`src/rtl/mrd_stim_src_if.sv`:
```
// Output stream of the stimulus source.
// Source side (master): out_val, dout_real, dout_imag, exp_out.
// Sink side (slave): out_rdy.
// Lane n of dout_real/dout_imag holds one signed wData-bit sample.
interface mrd_stim_src_if #(
    parameter int wData  = 18,
    parameter int nLanes = 5
);
    logic                             out_val;
    logic                             out_rdy;
    logic [nLanes-1:0][wData-1:0]     dout_real;
    logic [nLanes-1:0][wData-1:0]     dout_imag;
    logic [3:0]                       exp_out;

    modport master (
        output out_val,
        output dout_real,
        output dout_imag,
        output exp_out,
        input  out_rdy
    );

    modport slave (
        input  out_val,
        input  dout_real,
        input  dout_imag,
        input  exp_out,
        output out_rdy
    );
endinterface

```
`src/rtl/mrd_stim_src.sv`:
```
// Stimulus source for the mixed-radix DFT butterflies.
// Fills an nLanes-wide complex vector one word per cycle, in the order
// real0, imag0, real1, imag1, ..., from an LCG, PN23, walking-impulse or
// constant generator. It then offers the vector on a valid/ready handshake.
// Ports:
//   clk, rst_n        clock, synchronous active-low reset
//   start, stop       burst start (honoured in IDLE only), burst abort
//   cfg_*             burst configuration, sampled when start is accepted
//   bus (master)      out_val/out_rdy handshake, dout_real/dout_imag, exp_out
//   margin_out        min(SHIFT,3), headroom hint for the consumer
//   busy, done        state != IDLE; one-cycle end-of-burst pulse
module mrd_stim_src #(
    parameter int wData  = 18,
    parameter int nLanes = 5,
    parameter int SHIFT  = 3,
    parameter int wCnt   = 10
) (
    input  logic             clk,
    input  logic             rst_n,
    input  logic             start,
    input  logic             stop,
    input  logic [1:0]       cfg_mode,
    input  logic [wCnt-1:0]  cfg_gap,
    input  logic [wCnt-1:0]  cfg_count,
    input  logic [wData-1:0] cfg_const,
    input  logic [3:0]       cfg_exp,
    input  logic             cfg_reseed,
    mrd_stim_src_if.master   bus,
    output logic [1:0]       margin_out,
    output logic             busy,
    output logic             done
);
    localparam int wIdx  = $clog2(2 * nLanes);
    localparam int wLane = wIdx - 1;

    localparam logic [1:0] ST_IDLE = 2'd0;
    localparam logic [1:0] ST_FILL = 2'd1;
    localparam logic [1:0] ST_HOLD = 2'd2;
    localparam logic [1:0] ST_GAP  = 2'd3;

    localparam logic [1:0] MODE_LCG   = 2'd0;
    localparam logic [1:0] MODE_PN    = 2'd1;
    localparam logic [1:0] MODE_IMP   = 2'd2;

    localparam logic [31:0]      LCG_SEED  = 32'h1234_5678;
    localparam logic [22:0]      PN_SEED   = 23'h05555;
    localparam logic [wIdx-1:0]  LAST_SLOT = wIdx'(2 * nLanes - 1);
    localparam logic [wLane-1:0] LAST_LANE = wLane'(nLanes - 1);
    localparam logic [wData-1:0] IMP_VAL   = {2'b01, {(wData-2){1'b0}}};
    localparam int               MARGIN    = (SHIFT > 3) ? 3 : SHIFT;

    logic [1:0]       state_reg, state_next;
    logic [wIdx-1:0]  fill_reg, fill_next;
    logic [wCnt-1:0]  gap_reg, gap_next;
    logic [wCnt-1:0]  sent_reg, sent_next;
    logic             val_reg, val_next;
    logic             done_reg, done_next;

    logic [1:0]       mode_reg;
    logic [wCnt-1:0]  gapcfg_reg;
    logic [wCnt-1:0]  count_reg;
    logic [wData-1:0] const_reg;
    logic [3:0]       exp_reg;

    logic [31:0]      lcg_reg;
    logic [22:0]      pn_reg;
    logic [wLane-1:0] imp_reg;

    logic             latch_cfg;
    logic             imp_adv;
    logic             wr_en;
    logic [wIdx-1:0]  wr_idx;
    logic [wLane-1:0] wr_lane;
    logic [wLane-1:0] imp_inc;
    logic [wLane-1:0] imp_cur;
    logic [63:0]      lcg_sq;
    logic [31:0]      lcg_step;
    logic [22:0]      pn_step;
    logic signed [wData-1:0] lcg_word;
    logic signed [wData-1:0] pn_word;
    logic [wData-1:0] word;

    assign lcg_sq   = 64'(lcg_reg) * 64'(lcg_reg);
    assign lcg_step = lcg_reg + 32'(lcg_sq >> 16);
    assign pn_step  = {pn_reg[21:0], pn_reg[4] ^ pn_reg[22]};
    assign lcg_word = $signed(lcg_reg[wData-1:0]) >>> SHIFT;
    assign pn_word  = $signed(pn_reg[wData-1:0]) >>> SHIFT;

    assign imp_inc = (imp_reg == LAST_LANE) ? '0 : imp_reg + 1'b1;
    // Word 0 of the next vector can be written on the transfer edge itself,
    // so it must already see the advanced impulse lane.
    assign imp_cur = imp_adv ? imp_inc : imp_reg;
    assign wr_lane = wr_idx[wIdx-1:1];

    // Control path. The transfer edge (gap=0) or the last gap edge writes
    // word 0 of the next vector, which keeps the period at 2*nLanes + gap.
    always_comb begin
        state_next = state_reg;
        fill_next  = fill_reg;
        gap_next   = gap_reg;
        sent_next  = sent_reg;
        val_next   = val_reg;
        done_next  = 1'b0;
        latch_cfg  = 1'b0;
        imp_adv    = 1'b0;
        wr_en      = 1'b0;
        wr_idx     = fill_reg;
        if (stop) begin
            state_next = ST_IDLE;
            val_next   = 1'b0;
        end else begin
            case (state_reg)
                ST_IDLE: begin
                    if (start) begin
                        state_next = ST_FILL;
                        fill_next  = '0;
                        sent_next  = '0;
                        latch_cfg  = 1'b1;
                    end
                end
                ST_FILL: begin
                    wr_en = 1'b1;
                    if (fill_reg == LAST_SLOT) begin
                        state_next = ST_HOLD;
                        val_next   = 1'b1;
                    end else begin
                        fill_next = fill_reg + 1'b1;
                    end
                end
                ST_HOLD: begin
                    if (bus.out_rdy) begin
                        sent_next = sent_reg + 1'b1;
                        val_next  = 1'b0;
                        imp_adv   = 1'b1;
                        if (count_reg != '0 && sent_next == count_reg) begin
                            state_next = ST_IDLE;
                            done_next  = 1'b1;
                        end else if (gapcfg_reg != '0) begin
                            state_next = ST_GAP;
                            gap_next   = gapcfg_reg - 1'b1;
                        end else begin
                            state_next = ST_FILL;
                            wr_en      = 1'b1;
                            wr_idx     = '0;
                            fill_next  = wIdx'(1);
                        end
                    end
                end
                default: begin
                    if (gap_reg == '0) begin
                        state_next = ST_FILL;
                        wr_en      = 1'b1;
                        wr_idx     = '0;
                        fill_next  = wIdx'(1);
                    end else begin
                        gap_next = gap_reg - 1'b1;
                    end
                end
            endcase
        end
    end

    always_comb begin
        word = '0;
        case (mode_reg)
            MODE_LCG: word = lcg_word;
            MODE_PN:  word = pn_word;
            MODE_IMP: word = (!wr_idx[0] && wr_lane == imp_cur) ? IMP_VAL : '0;
            default:  word = wr_idx[0] ? '0 : const_reg;
        endcase
    end

    always_ff @(posedge clk) begin
        if (!rst_n) begin
            state_reg  <= ST_IDLE;
            fill_reg   <= '0;
            gap_reg    <= '0;
            sent_reg   <= '0;
            val_reg    <= 1'b0;
            done_reg   <= 1'b0;
            mode_reg   <= '0;
            gapcfg_reg <= '0;
            count_reg  <= '0;
            const_reg  <= '0;
            exp_reg    <= '0;
            lcg_reg    <= LCG_SEED;
            pn_reg     <= PN_SEED;
            imp_reg    <= '0;
        end else begin
            state_reg <= state_next;
            fill_reg  <= fill_next;
            gap_reg   <= gap_next;
            sent_reg  <= sent_next;
            val_reg   <= val_next;
            done_reg  <= done_next;
            if (latch_cfg) begin
                mode_reg   <= cfg_mode;
                gapcfg_reg <= cfg_gap;
                count_reg  <= cfg_count;
                const_reg  <= cfg_const;
                exp_reg    <= cfg_exp;
                imp_reg    <= '0;
                if (cfg_reseed) begin
                    lcg_reg <= LCG_SEED;
                    pn_reg  <= PN_SEED;
                end
            end else begin
                if (imp_adv) begin
                    imp_reg <= imp_inc;
                end
                // Only the generator feeding the current word advances.
                if (wr_en && mode_reg == MODE_LCG) begin
                    lcg_reg <= lcg_step;
                end
                if (wr_en && mode_reg == MODE_PN) begin
                    pn_reg <= pn_step;
                end
            end
        end
    end

    for (genvar gi = 0; gi < nLanes; gi++) begin : g_lane
        logic [wData-1:0] re_reg;
        logic [wData-1:0] im_reg;

        always_ff @(posedge clk) begin
            if (!rst_n) begin
                re_reg <= '0;
                im_reg <= '0;
            end else if (wr_en && 32'(wr_lane) == gi) begin
                if (wr_idx[0]) begin
                    im_reg <= word;
                end else begin
                    re_reg <= word;
                end
            end
        end

        assign bus.dout_real[gi] = re_reg;
        assign bus.dout_imag[gi] = im_reg;
    end

    assign bus.out_val = val_reg;
    assign bus.exp_out = exp_reg;
    assign margin_out  = 2'(MARGIN);
    assign busy        = (state_reg != ST_IDLE);
    assign done        = done_reg;
endmodule

```
`src/flat_wrapper.sv`:
```
// flat-port wrapper written by rule: the top's interface ports become plain ports
module mrd_stim_src_flat 
#(
    parameter int wData  = 18,
    parameter int nLanes = 5,
    parameter int SHIFT  = 3,
    parameter int wCnt   = 10
)
  (clk, rst_n, start, stop, cfg_mode, cfg_gap, cfg_count, cfg_const, cfg_exp, cfg_reseed, margin_out, busy, done, bus_out_val, bus_dout_real, bus_dout_imag, bus_exp_out, bus_out_rdy);
  mrd_stim_src_if #(.wData(wData), .nLanes(nLanes)) bus_i ();
  input  logic clk;
  input  logic rst_n;
  input  logic start;
  input  logic stop;
  input  logic [1:0] cfg_mode;
  input  logic [wCnt-1:0] cfg_gap;
  input  logic [wCnt-1:0] cfg_count;
  input  logic [wData-1:0] cfg_const;
  input  logic [3:0] cfg_exp;
  input  logic cfg_reseed;
  output logic [1:0] margin_out;
  output logic busy;
  output logic done;
  output wire logic [$bits(bus_i.out_val)-1:0] bus_out_val;
  output wire logic [$bits(bus_i.dout_real)-1:0] bus_dout_real;
  output wire logic [$bits(bus_i.dout_imag)-1:0] bus_dout_imag;
  output wire logic [$bits(bus_i.exp_out)-1:0] bus_exp_out;
  input wire logic [$bits(bus_i.out_rdy)-1:0] bus_out_rdy;
  assign bus_out_val = bus_i.out_val;
  assign bus_dout_real = bus_i.dout_real;
  assign bus_dout_imag = bus_i.dout_imag;
  assign bus_exp_out = bus_i.exp_out;
  assign bus_i.out_rdy = bus_out_rdy;
  mrd_stim_src #(.wData(wData), .nLanes(nLanes), .SHIFT(SHIFT), .wCnt(wCnt)) u_core (.clk(clk), .rst_n(rst_n), .start(start), .stop(stop), .cfg_mode(cfg_mode), .cfg_gap(cfg_gap), .cfg_count(cfg_count), .cfg_const(cfg_const), .cfg_exp(cfg_exp), .cfg_reseed(cfg_reseed), .bus(bus_i), .margin_out(margin_out), .busy(busy), .done(done));
endmodule
```
`config.mk`:
```
export PLATFORM = sky130hd
export DESIGN_NAME = mrd_stim_src_flat
export DESIGN_NICKNAME = d
export VERILOG_FILES = /design/src/rtl/mrd_stim_src_if.sv /design/src/rtl/mrd_stim_src.sv /design/src/flat_wrapper.sv
export SDC_FILE = /design/constraint.sdc
export NUM_CORES = 2
export LEC_CHECK = 0
export BUFFER_PORTS_ARGS = -buffer_cell sky130_fd_sc_hd__buf_2
export CELL_PAD_IN_SITES_DETAIL_PLACEMENT = 0
export CELL_PAD_IN_SITES_GLOBAL_PLACEMENT = 1
export CORE_MARGIN = 10
export CORE_UTILIZATION = 40
export DETAILED_ROUTE_END_ITERATION = 8
export GPL_TIMING_DRIVEN = 0
export PLACE_DENSITY_LB_ADDON = 0.12
export SETUP_SLACK_MARGIN = 0.2
export SYNTH_ARGS = -nofsm -noshare
export SYNTH_HDL_FRONTEND = slang
export SYNTH_SLANG_ARGS = --single-unit
export TNS_END_PERCENT = 50
```
`constraint.sdc`:
```
create_clock -name clk -period 13.59 [get_ports clk]
set_input_delay 0.6795 -clock clk [delete_from_list [all_inputs] [get_ports clk]]
set_output_delay 0.6795 -clock clk [all_outputs]
set_load 0.1 [all_outputs]
```
# After elaboration in Yosys (flattened, before gate mapping)
# Index checks and enable logic that the tools add are counted.
# W data, S select, Z words.
# op_classes
n_bitwise	7
addsub	6
mul	1
n_reduce_logical	43
muxes	55
n_eq_ne	21
# op_table
cell	n
$mux W32	3
$mux W23	3
$mux W10	6
$pmux W18 S3	1
$mul A32 B32 Y48	1
$mux W4	11
$pmux W10 S2	2
$add A32 B32 Y32	1
$reduce_and A2 Y1	12
$reduce_bool A10 Y1	2
$sub A10 B1 Y10 const B	2
$mux W18	1
$mux W17	1
$mux W1	14
$ne A2 B2 Y1 const B	7
$mux W2	6
$pmux W4 S3	1
$add A10 B1 Y10 const B	1
$eq A10 B10 Y1	1
$logic_not A10 Y1	1
$reduce_bool A2 Y1	5
$logic_and A1 B1 Y1	9
$pmux W4 S2	1
$reduce_and A4 Y1	2
other kinds (25)	39
# totals
elab_cells	157
register_bits	310

# Longest topological paths before layout
# logic_depth
word_depth	11
ltp_mapped	40
ltp_nobuf	38

# Worst setup path after synthesis
# No wires, ideal clock.
# synth_path
path_type	register to register
start	reg u_core.lcg_reg[13]
end	reg u_core.lcg_reg[31]
path_stages_with_launch	38
arrival_time_ps	9595
required_ps	13468
n_path_buf	2
period_less_slack_ps	9717
setup_slack_ps	3873
path_cell_list	dfxtp_1 -> clkbuf_1 -> clkbuf_1 -> nand2_1 -> fa_1 -> inv_1 -> fa_1 -> fa_1 -> inv_1 -> fa_1 -> inv_1 -> fa_1 -> inv_1 -> fa_1 -> inv_1 -> fa_1 -> fa_1 -> ha_1 -> [... 2 more ...] -> a21oi_1 -> a41oi_1 -> o21ai_0 -> nand2_1 -> o21a_1 -> a21o_1 -> a2111o_1 -> nand3_1 -> ha_1 -> and3_1 -> and4_1 -> a221o_1 -> o21a_1 -> o41ai_1 -> nor3_1 -> nor4bb_1 -> and3_1 -> o31ai_1
# synth_between
elab_chain_cells	4
# synth_rtl
item	line_no	text
start, declared	mrd_stim_src.sv:65	logic [31:0] lcg_reg;
start signal, assigned	mrd_stim_src.sv:213	lcg_reg <= lcg_step;
$mul A32 B32 Y48	mrd_stim_src.sv:83	assign lcg_sq = 64'(lcg_reg) * 64'(lcg_reg);
$add A32 B32 Y32 *	mrd_stim_src.sv:84	assign lcg_step = lcg_reg + 32'(lcg_sq >> 16);
$mux W32 *	mrd_stim_src.sv:212	if (wr_en && mode_reg == MODE_LCG) begin
$mux W32 *	mrd_stim_src.sv:196	if (latch_cfg) begin
# Mark *: on every way between the ends. The rest lies on a longest branch, timed or not. The select of a mux whose other input is x is not followed.
# A chain may end at the register's enable or synchronous reset.

# Final worst setup path
# layout_path
start	reg u_core.lcg_reg[7]
end	reg u_core.lcg_reg[31]
# The elaborated chain is that of the path after synthesis.

==> summary.txt <==
Clock tree
  – Clk pin slew, worst setup/hold paths: 0.07 ns
  – Num CTS Buffers: 35
  – Sinks on Clock Net: 310
  – Clk Latency, worst-skew pair: 0.57 ns
  – # Post-CTS Setup Buffers: 0
  – Post-CTS resize count: 0
  – H-tree levels: 2
  – Max Buffers Root-to-Sink: 3
  – CTS hold repair buffers: 0
  – CTS tree: done
  – CTS Root Cell: clkbuf_16

Logic synthesis
  – Register area share after synthesis: 0.167
  – Top_reg_cell synth: dfxtp_1
  – FF+latch count, synth: 310
  – Ys async rst share: 0
  – Top cell type's share of synthesized area: 0.380
  – Post-synth top cells: inv_1 (871), fa_1 (708), nand2_1 (417)
  – Syn Inst Count: 4103
  – Post-synthesis cell type count: 81
  – Count leader, synth: inv_1
  – Post-Syn Area: 37300 µm²
  – Mapped Avg Cell Area: 9.08 µm²
  – Syn. warnings: 0
  – Synth area leaders: fa_1 (38%), dfxtp_1 (17%), inv_1 (8.8%), ha_1 (7.6%), nand2_1 (4.2%)
  – Yosys top cell by area: fa_1
  – EDFF count, synth: 0

Final layout
  – Layout cells sized above 1: 0.0832
  – Synthesis-to-layout area growth: 10.6%
  – Final core utilization: 0.448
  – Fill count: 9285
  – Final Net Count: 5360
  – Fin cells: 5649

Place
  – GP Congestion: 0.914
  – DP HPWL: 106000 µm
  – DP Cell Count: 5582
  – IO Port Bufs: 235

STA
  – Final min period: 12.78 ns
  – RSZ-0062 raised after global routing: false
  – Worst Max-Slew Pin Slew: 1.43 ns
  – Pins Over Slew Limit: 0
  – Final setup viols: 0
  – Clk_skew: 0.0173 ns
  – Slew HR: 0.0433
  – FMAX: 78.2 MHz
  – Sum Neg Setup Slack: 0 ns
  – Fin. Hold Viols: 0
  – Period Utilization, post-route: 0.941

Worst setup path
  – Critical path's slowest cell: clkbuf_1
  – Critical path peak fanout: 10
  – Worst setup path category: reg2reg
  – CP peak stage delay: 0.88 ns
  – Crit path DAT: 13.27 ns
  – Worst EP required: 14.07 ns
  – Worst Setup End Kind: register
  – Most frequent CP cell: fa_1
  – Worst r2r src: u_core.lcg_reg[7]
  – CP Launch Type: register
  – CP startpoint: u_core.lcg_reg[7]

Floorplan
  – Die width: 325 µm
  – Top-Level Pins: 239
  – Die Y: 325 µm
  – Starting Density: 0.405
  – # rows: 111
  – Core Footprint: 92100 µm²
  – Die area: 106000 µm²

Drt
  – Final WL: 131000 µm
  – Initial DRC count: 1888
  – Via count: 28.6k
  – Via density: 5.06
  – First-pass detailed-route iteration total: 5
  – DR WL/cell: 23.2 µm
  – Post-route ant nets: 0
  – Residual DRC count: 0

Status
  – Run status: finished, final reports clean

Flow run
  – Maxcap violations: 0

Global routing
  – First-pass GRT wire length: 198000 µm
  – GRT overflow: 0
  – Initial antenna violation count: 13
  – GRT Total Usage: 0.247
  – Largest net degree at the start of global routing: 15
  – Number of global-route vias before repair: 30.3k

Hold path
  – Worst Hold Class: in2reg
  – Worst min-delay path startpoint: cfg_exp[2]
-- critical path: cells and delay by family, from the launching register on --
kind	cells	cell delay, ns
buffers and inverters	7	2.05
AOI/OAI and AO/OA	12	3.79
DFF	1	0.34
adders and majority gates	10	4.80
and+or+nand+nor	8	1.67
-- layout make-up --
cell class / count / area [µm²] / area share
clock inverters: 17 / 218 / 0.00528
clock buffers: 45 / 993 / 0.0241
plain buffers: 192 / 787 / 0.0191
repair buffers: 235 / 1180 / 0.0285
multi-input cells: 2727 / 27000 / 0.655
inverters: 875 / 3280 / 0.0797
diodes: 5 / 12.5 / 0.000303
flip-flops and latches: 310 / 6210 / 0.151
well taps: 1243 / 1560 / 0.0377
-- cells in the final DEF, fill, tap and decap left out, types with 8 or more instances in the layout --
cell type / Yosys / layout
o22a_1: 9 / 9
clkbuf_1: 161 / 163
o21a_1: 8 / 8
dfxtp_1: 310 / 310
clkbuf_8: 0 / 8
inv_1: 871 / 871
a21o_1: 40 / 40
or2_2: 9 / 9
or3_1: 9 / 9
and4_1: 9 / 9
o21ai_1: 12 / 12
mux2i_1: 81 / 81
a211oi_1: 23 / 23
o21ai_0: 141 / 141
xor2_1: 36 / 36
fa_1: 708 / 708
nand2_1: 417 / 417
a31oi_1: 11 / 11
a21oi_2: 11 / 11
nor2_1: 206 / 206
o22ai_1: 10 / 10
ha_1: 226 / 226
o21bai_1: 12 / 12
and2_1: 191 / 191
a21oi_1: 255 / 255
nor2b_1: 14 / 14
and3_1: 13 / 13
nand3_1: 45 / 45
xnor2_1: 58 / 58
clkbuf_16: 0 / 35
buf_2: 13 / 248
nand2b_1: 16 / 16
nor3_1: 55 / 55
-- through the flow --
stage / instance area, µm² / hold WS, ns / worst slack (ns)
2_1_floorplan: 37300 / 0.432 / 3.87
3_3_place_gp: 40000 / 0.437 / 1.01
3_5_place_dp: 40000 / 0.443 / 0.900
4_1_cts: 41200 / 0.324 / 0.860
5_1_grt: 41200 / 0.347 / 0.389
6_report: 41200 / 0.344 / 0.807
-- routing by layer --
layer,global-route usage,share of wire,vias up
li1,-,-,13100
met1,0.322,0.42,14400
met2,0.422,0.48,859
met3,0.0429,0.065,191
met4,0.0615,0.027,10
met5,0,0.00051,-
-- kinds of logic after synthesis --
logic type,after synthesis,synth area share
adder cells (fa/ha/maj),934,0.456
XOR/XNOR,94,0.0221
flip-flops,310,0.167
buffers and inverters,1067,0.109
AO/OA/AOI/OAI,593,0.0950
other,1,0.000101
multiplexers,81,0.0218
AND/OR/NAND/NOR,1023,0.129
-- path summary, 6_finish.rpt --
kind / endpoint / slack, ns / cells after the start
setup / recovery: u_core.lcg_reg[31] / 0.81 / 37
hold reg to reg: u_core.g_lane[0].im_reg[5] / 0.45 / 2
hold / removal: u_core.bus.exp_out[2] / 0.34 / 3
setup reg to reg: u_core.lcg_reg[31] / 0.81 / 37
Power is left out: the tool's default activity adds up to more than one toggle a clock period on the data nets, which glitch-free logic cannot reach.
